File: src/rtl/regfile_scoreboard_if.sv
// rtl/regfile_scoreboard_if.sv - WB write, ID read and load-issue bundle for the register file
interface regfile_scoreboard_if;
   logic [4:0]  rf_waddr_WB_i;
   logic [31:0] rf_wdata_WB_i;
   logic        rf_we_WB_i;
   logic [4:0]  rf_raddr_a_i;
   logic [4:0]  rf_raddr_b_i;
   logic        rf_re_a_i;
   logic        rf_re_b_i;
   logic [31:0] rf_rdata_a_o;
   logic [31:0] rf_rdata_b_o;
   logic        ld_issue_i;
   logic [4:0]  ld_rd_i;
   logic        stall_o;
   logic [31:0] busy_o;

   modport master (
      output rf_waddr_WB_i, rf_wdata_WB_i, rf_we_WB_i,
      output rf_raddr_a_i, rf_raddr_b_i, rf_re_a_i, rf_re_b_i,
      output ld_issue_i, ld_rd_i,
      input  rf_rdata_a_o, rf_rdata_b_o, stall_o, busy_o
   );

   modport slave (
      input  rf_waddr_WB_i, rf_wdata_WB_i, rf_we_WB_i,
      input  rf_raddr_a_i, rf_raddr_b_i, rf_re_a_i, rf_re_b_i,
      input  ld_issue_i, ld_rd_i,
      output rf_rdata_a_o, rf_rdata_b_o, stall_o, busy_o
   );
endinterface

File: src/rtl/regfile_scoreboard.sv
// rtl/regfile_scoreboard.sv - 31x32 register file with WB bypass and load-use scoreboard
module regfile_scoreboard #(
   parameter bit BYPASS_EN  = 1'b1,
   parameter bit RESET_ZERO = 1'b1
) (
   input logic                  clk_i,
   input logic                  rst_ni,
   regfile_scoreboard_if.slave  rf
);

   logic [31:0] regs [1:31];
   logic [31:1] busy_q;
   logic [31:1] busy_d;
   logic [31:0] busy_full;
   logic        wr_en;
   logic        hit_a;
   logic        hit_b;
   logic [31:0] rdata_a;
   logic [31:0] rdata_b;

   assign wr_en = rf.rf_we_WB_i && (rf.rf_waddr_WB_i != 5'd0);
   assign hit_a = BYPASS_EN && rf.rf_we_WB_i && (rf.rf_waddr_WB_i == rf.rf_raddr_a_i);
   assign hit_b = BYPASS_EN && rf.rf_we_WB_i && (rf.rf_waddr_WB_i == rf.rf_raddr_b_i);

   // Storage either clears on reset or rides through it untouched.
   generate
      if (RESET_ZERO) begin : g_rst_zero
         always_ff @(posedge clk_i or negedge rst_ni) begin
            if (!rst_ni) begin
               for (int i = 1; i < 32; i++) begin
                  regs[i] <= '0;
               end
            end else if (wr_en) begin
               regs[rf.rf_waddr_WB_i] <= rf.rf_wdata_WB_i;
            end
         end
      end else begin : g_rst_keep
         always_ff @(posedge clk_i) begin
            if (rst_ni && wr_en) begin
               regs[rf.rf_waddr_WB_i] <= rf.rf_wdata_WB_i;
            end
         end
      end
   endgenerate

   always_comb begin
      rdata_a = '0;
      rdata_b = '0;
      if (rf.rf_raddr_a_i != 5'd0) begin
         rdata_a = hit_a ? rf.rf_wdata_WB_i : regs[rf.rf_raddr_a_i];
      end
      if (rf.rf_raddr_b_i != 5'd0) begin
         rdata_b = hit_b ? rf.rf_wdata_WB_i : regs[rf.rf_raddr_b_i];
      end
   end

   assign rf.rf_rdata_a_o = rdata_a;
   assign rf.rf_rdata_b_o = rdata_b;

   // Set is applied after clear so a same-register collision leaves the bit busy.
   always_comb begin
      busy_d = busy_q;
      if (wr_en) begin
         busy_d[rf.rf_waddr_WB_i] = 1'b0;
      end
      if (rf.ld_issue_i && (rf.ld_rd_i != 5'd0)) begin
         busy_d[rf.ld_rd_i] = 1'b1;
      end
   end

   always_ff @(posedge clk_i or negedge rst_ni) begin
      if (!rst_ni) begin
         busy_q <= '0;
      end else begin
         busy_q <= busy_d;
      end
   end

   assign busy_full = {busy_q, 1'b0};
   assign rf.busy_o = busy_full;
   assign rf.stall_o = (rf.rf_re_a_i && busy_full[rf.rf_raddr_a_i] && !hit_a) ||
                       (rf.rf_re_b_i && busy_full[rf.rf_raddr_b_i] && !hit_b);

endmodule

File: src/flat_wrapper.sv
// flat-port wrapper written by rule: the top's interface ports become plain ports
module regfile_scoreboard_flat 
#(
   parameter bit BYPASS_EN  = 1'b1,
   parameter bit RESET_ZERO = 1'b1
)
  (clk_i, rst_ni, rf_rf_waddr_WB_i, rf_rf_wdata_WB_i, rf_rf_we_WB_i, rf_rf_raddr_a_i, rf_rf_raddr_b_i, rf_rf_re_a_i, rf_rf_re_b_i, rf_ld_issue_i, rf_ld_rd_i, rf_rf_rdata_a_o, rf_rf_rdata_b_o, rf_stall_o, rf_busy_o);
  regfile_scoreboard_if rf_i ();
  input logic clk_i;
  input logic rst_ni;
  input wire logic [$bits(rf_i.rf_waddr_WB_i)-1:0] rf_rf_waddr_WB_i;
  input wire logic [$bits(rf_i.rf_wdata_WB_i)-1:0] rf_rf_wdata_WB_i;
  input wire logic [$bits(rf_i.rf_we_WB_i)-1:0] rf_rf_we_WB_i;
  input wire logic [$bits(rf_i.rf_raddr_a_i)-1:0] rf_rf_raddr_a_i;
  input wire logic [$bits(rf_i.rf_raddr_b_i)-1:0] rf_rf_raddr_b_i;
  input wire logic [$bits(rf_i.rf_re_a_i)-1:0] rf_rf_re_a_i;
  input wire logic [$bits(rf_i.rf_re_b_i)-1:0] rf_rf_re_b_i;
  input wire logic [$bits(rf_i.ld_issue_i)-1:0] rf_ld_issue_i;
  input wire logic [$bits(rf_i.ld_rd_i)-1:0] rf_ld_rd_i;
  output wire logic [$bits(rf_i.rf_rdata_a_o)-1:0] rf_rf_rdata_a_o;
  output wire logic [$bits(rf_i.rf_rdata_b_o)-1:0] rf_rf_rdata_b_o;
  output wire logic [$bits(rf_i.stall_o)-1:0] rf_stall_o;
  output wire logic [$bits(rf_i.busy_o)-1:0] rf_busy_o;
  assign rf_i.rf_waddr_WB_i = rf_rf_waddr_WB_i;
  assign rf_i.rf_wdata_WB_i = rf_rf_wdata_WB_i;
  assign rf_i.rf_we_WB_i = rf_rf_we_WB_i;
  assign rf_i.rf_raddr_a_i = rf_rf_raddr_a_i;
  assign rf_i.rf_raddr_b_i = rf_rf_raddr_b_i;
  assign rf_i.rf_re_a_i = rf_rf_re_a_i;
  assign rf_i.rf_re_b_i = rf_rf_re_b_i;
  assign rf_i.ld_issue_i = rf_ld_issue_i;
  assign rf_i.ld_rd_i = rf_ld_rd_i;
  assign rf_rf_rdata_a_o = rf_i.rf_rdata_a_o;
  assign rf_rf_rdata_b_o = rf_i.rf_rdata_b_o;
  assign rf_stall_o = rf_i.stall_o;
  assign rf_busy_o = rf_i.busy_o;
  regfile_scoreboard #(.BYPASS_EN(BYPASS_EN), .RESET_ZERO(RESET_ZERO)) u_core (.clk_i(clk_i), .rst_ni(rst_ni), .rf(rf_i));
endmodule
File: config.mk
export PLATFORM = sky130hd
export DESIGN_NAME = regfile_scoreboard_flat
export DESIGN_NICKNAME = d
export VERILOG_FILES = /design/src/rtl/regfile_scoreboard_if.sv /design/src/rtl/regfile_scoreboard.sv /design/src/flat_wrapper.sv
export SDC_FILE = /design/constraint.sdc
export NUM_CORES = 2
export LEC_CHECK = 0
export ABC_CLOCK_PERIOD_IN_PS = 2000
export CAP_MARGIN = 0
export CORE_UTILIZATION = 57
export CTS_CLUSTER_DIAMETER = 150
export DETAILED_ROUTE_END_ITERATION = 16
export PLACE_DENSITY = 0.77
export SYNTH_ARGS = -nofsm -noshare
export SYNTH_HDL_FRONTEND = slang
export SYNTH_SLANG_ARGS = --single-unit
File: constraint.sdc
create_clock -name clk_i -period 2 [get_ports clk_i]
set_input_delay 0.2 -clock clk_i [delete_from_list [all_inputs] [get_ports clk_i]]
set_output_delay 0.2 -clock clk_i [all_outputs]
set_load 0.02 [all_outputs]
==> impl_metrics.ini <==
[run_status]
run_status = complete, but fails checks
violations_in_the_final_reports = negative setup slack

[worst_setup_path]
path_max_fanout = 2
timing.critical_path.to_type = output pin
crit_path_start_kind = register
worst_ep_required_time_ns = 1.80
cp_data_arrival_time_ns = 2.74
rrSetupSlack_ns = 0.96
ff2ff_path_depth = 3
r2r_start = u_core.regs[789]
critical_path.reg2reg.endpoint = u_core.regs[789]
criticalPathCategory = reg -> out

[floorplan]
floorplan.initialDensity_pct = 57.93
die-height_um = 313.7
chipWidth_um = 313.7
die_area_um2 = 98390
fp-row-count = 113
io_pins = 155
core-area_um2 = 95580

[place]
globalplace.congestion = 0.9872
numPortBuffers = 153
total_cell_area_at_the_placement_stage_um2 = 65940
detailed_place_hpwl_um = 131000

[timing]
whs_ns = 0.2126
achievable-frequency_mhz = 340.4
final.setup.worst_slack_ns = -0.9374
headroom_to_the_max_slew_limit_pct = 42.82
slew_viol_final = 0
rsz0062_at_grt = true
setup_viol = 65
max_slew.worst_pin.slew_ns = 0.8549
layout_min_cycle_time_ns = 2.937
count_of_final_hold_check_violations = 0
worst_clock_skew_ns = 0
final_cycle_share_pct = 146.9

[yosys]
number_of_enable_flip_flop_cells_after_synthesis = 0
postSynthAreaPerCell_um2 = 14.42
postSynthCellCount = 3840
post_synth_instance_area_um2 = 55370
synthesis.nets = 3898
postSynthRegisterBits = 1023
synth_cell_type_count = 57
synth_seq_area_share_pct = 46.24
ys_async_sr_fraction_pct = 100.0
ys_warn_count = 0
postSynth.topFlopCell = sky130_fd_sc_hd__dfrtp_1

[cts]
cts_root_buffer = sky130_fd_sc_hd__clkbuf_16
cts_made_buffers = 106
worst_setup_hold_path_clk_slew_ns = 0.06
cts_tree = yes
ctsLongestPathBuffers = 3
insertion_delay_ns = 0.69
clock-sinks = 1023
ctsHtreeMaxLevel = 3

[finish]
multi_input_area_um2 = 30090
final_net_count = 4669
regArea_um2 = 25600
postLayoutCellArea_um2 = 71450
areaGrowthSynthToFinish_pct = 29.05
fillCellCount = 5466
layout-drive-gt1-share_pct = 62.66

[global_route]
grt_pass1_wl_um = 294200
grt_start_max_net_pins = 97
vias_in_the_first_global_route = 44425
globalRouteOverflowTotal = 0
grtUsageTotal_pct = 40.97
antenna_violations_before_repair = 4

[detailed_routing]
wire_per_inst_um = 33.69
via_per_inst = 7.197
final_antenna_net_count = 0
drc = 0
first_iter_violations = 5773
drt-pass1-iter-count = 7
total_number_of_vias = 42925
detail_route.wirelength_um = 200900

[pwr]
vdd_ir_drop_max_uv = 801.3
static-leakage-power_nw = 31.43
power.density_cell_area_nw_per_um2 = 941.2

[hold_path]
hold_path_class = in -> async

[run]
max_cap_violations = 0
==> flip-flops by register name (all words and copies together), names as in the netlist <==
register       flops
u_core.busy_q     31
u_core.regs      992
==> placed cells by master (no fill, tap or decap), types with 13 or more instances in the layout <==
| cell | count |
|---|---|
| sky130_fd_sc_hd__nor3_2 | 18 |
| sky130_fd_sc_hd__and2_4 | 16 |
| sky130_fd_sc_hd__o22ai_1 | 70 |
| sky130_fd_sc_hd__o221a_4 | 16 |
| sky130_fd_sc_hd__o211ai_1 | 16 |
| sky130_fd_sc_hd__mux4_2 | 431 |
| sky130_fd_sc_hd__dfrtp_1 | 1023 |
| sky130_fd_sc_hd__buf_12 | 153 |
| sky130_fd_sc_hd__a21oi_4 | 15 |
| sky130_fd_sc_hd__dlygate4sd2_1 | 29 |
| sky130_fd_sc_hd__o31ai_4 | 24 |
| sky130_fd_sc_hd__clkdlybuf4s50_1 | 45 |
| sky130_fd_sc_hd__nor4_1 | 14 |
| sky130_fd_sc_hd__o21ai_0 | 44 |
| sky130_fd_sc_hd__o2bb2ai_1 | 16 |
| sky130_fd_sc_hd__nor2_1 | 121 |
| sky130_fd_sc_hd__clkinv_2 | 21 |
| sky130_fd_sc_hd__mux2_2 | 978 |
| sky130_fd_sc_hd__a221oi_1 | 38 |
| sky130_fd_sc_hd__a22oi_2 | 46 |
| sky130_fd_sc_hd__buf_6 | 84 |
| sky130_fd_sc_hd__a21oi_2 | 16 |
| sky130_fd_sc_hd__nor2_2 | 13 |
| sky130_fd_sc_hd__buf_4 | 757 |
| sky130_fd_sc_hd__a211oi_2 | 26 |
| sky130_fd_sc_hd__clkbuf_1 | 24 |
| sky130_fd_sc_hd__clkbuf_8 | 27 |
| sky130_fd_sc_hd__nor3_4 | 17 |
| sky130_fd_sc_hd__mux2i_1 | 40 |
| sky130_fd_sc_hd__clkbuf_16 | 107 |
| sky130_fd_sc_hd__o22ai_2 | 17 |
| sky130_fd_sc_hd__o31ai_2 | 16 |
| sky130_fd_sc_hd__a22oi_1 | 18 |
| sky130_fd_sc_hd__mux2_1 | 156 |
| sky130_fd_sc_hd__nor4_2 | 27 |
==> cells by family after synthesis <==
group / Yosys count / share of synthesized area, %
AOI/OAI and AO/OA: 436 / 5.620
xor gates and xnor gates: 10 / 0.1582
buffers and inverters: 435 / 3.706
DFF: 1023 / 46.24
muxes: 1607 / 41.35
other: 1 / 0.006773
and+or+nand+nor: 328 / 2.920
==> routing by layer <==
metal  track usage [%]  up-vias  routed length (um)
met5                 0        -                  27
met4             24.35        4               13920
met3             12.61      931               25240
met2             60.56     3332               89560
met1             53.61    22189               72180
li1                  -    16469                   -
==> critical path, cell delays in order, from the launching register on <==
cell	delay (ns)
sky130_fd_sc_hd__dfrtp_1	0.41
sky130_fd_sc_hd__buf_6	0.13
sky130_fd_sc_hd__mux4_2	0.47
sky130_fd_sc_hd__mux4_2	0.48
sky130_fd_sc_hd__and2_4	0.20
sky130_fd_sc_hd__o221a_4	0.22
sky130_fd_sc_hd__buf_6	0.13
==> cell usage after synthesis (all sizes together) (3+ instances only) <==
master	n	area share [%]
o211ai	16	0.22
a21oi	33	0.30
nand2	24	0.16
o31ai	46	0.62
or3	8	0.090
or2	4	0.045
nand3	6	0.054
o21ai	48	0.43
nor4	50	0.58
a221oi	48	0.76
a22o	12	0.19
nor3	40	0.38
o22ai	96	1.1
clkbuf	216	1.5
nand2b	12	0.16
o2bb2ai	16	0.25
nor2b	6	0.068
and2	18	0.20
nand3b	3	0.041
buf	208	2.2
o221a	16	0.33
inv	9	0.061
a22oi	64	0.87
mux2i	42	0.76
a211oi	32	0.43
mux4	431	18
and3	3	0.034
mux2	1134	23
nor2	146	0.99
dfrtp	1023	46
nor3b	4	0.054
xor2	8	0.13
==> through the flow <==
step	util, %	setup TNS (ns)	total power [mW]	instances	worst slack (ns)
3_3_place_gp	68.99	-360.44	44.39	5756	-1.184
3_5_place_dp	68.99	-377.59	45.25	5756	-1.192
6_report	74.76	-47.21	67.25	5964	-0.9374
4_1_cts	74.26	-46.98	66.31	5958	-0.9179
5_1_grt	74.75	-50.04	69.29	5962	-0.9656
2_1_floorplan	-	-0.7440	37.45	3840	-0.05285
==> how the worst max path moves through the flow <==
stage / to / slack (ns) / startpoint / cells past startpoint
final: rf_rf_rdata_b_o[18] / -0.94 / u_core.regs[402] / 6
after global placement: rf_rf_rdata_a_o[19] / -1.18 / rf_rf_waddr_WB_i[0] / 10
after detailed placement: rf_rf_rdata_b_o[7] / -1.19 / rf_rf_waddr_WB_i[0] / 10
after global routing: rf_rf_rdata_a_o[1] / -0.97 / u_core.regs[257] / 8
after floorplan: rf_rf_rdata_a_o[14] / -0.05 / rf_rf_raddr_a_i[0] / 8
after CTS: rf_rf_rdata_b_o[18] / -0.92 / u_core.regs[402] / 6
==> repair_timing <==
action,CTS,global route
pin swaps,151,66
hold buffers,2,0
gates resized for setup,579,86
setup buffers,39,9
hold endpoints to repair,723,0
setup endpoints to repair,91,68
==> power by group <==
| part | leakage, nW | internal, mW | switching (mW) |
|---|---|---|---|
| Clock | 1.75 | 11.6 | 8.63 |
| Combinational | 16.6 | 11.1 | 8.05 |
| Sequential | 13.1 | 24.8 | 3.09 |
==> layout make-up <==
type	instances	share of cell area (%)
diodes	2	0.007004
repair buffers	1087	14.84
inverters	11	0.05954
well taps	1265	2.215
clock buffers	158	4.394
flip-flops and latches	1023	35.83
clock inverters	36	0.5463
multi-input cells	2382	42.11
(Power assumes the default switching activity.)
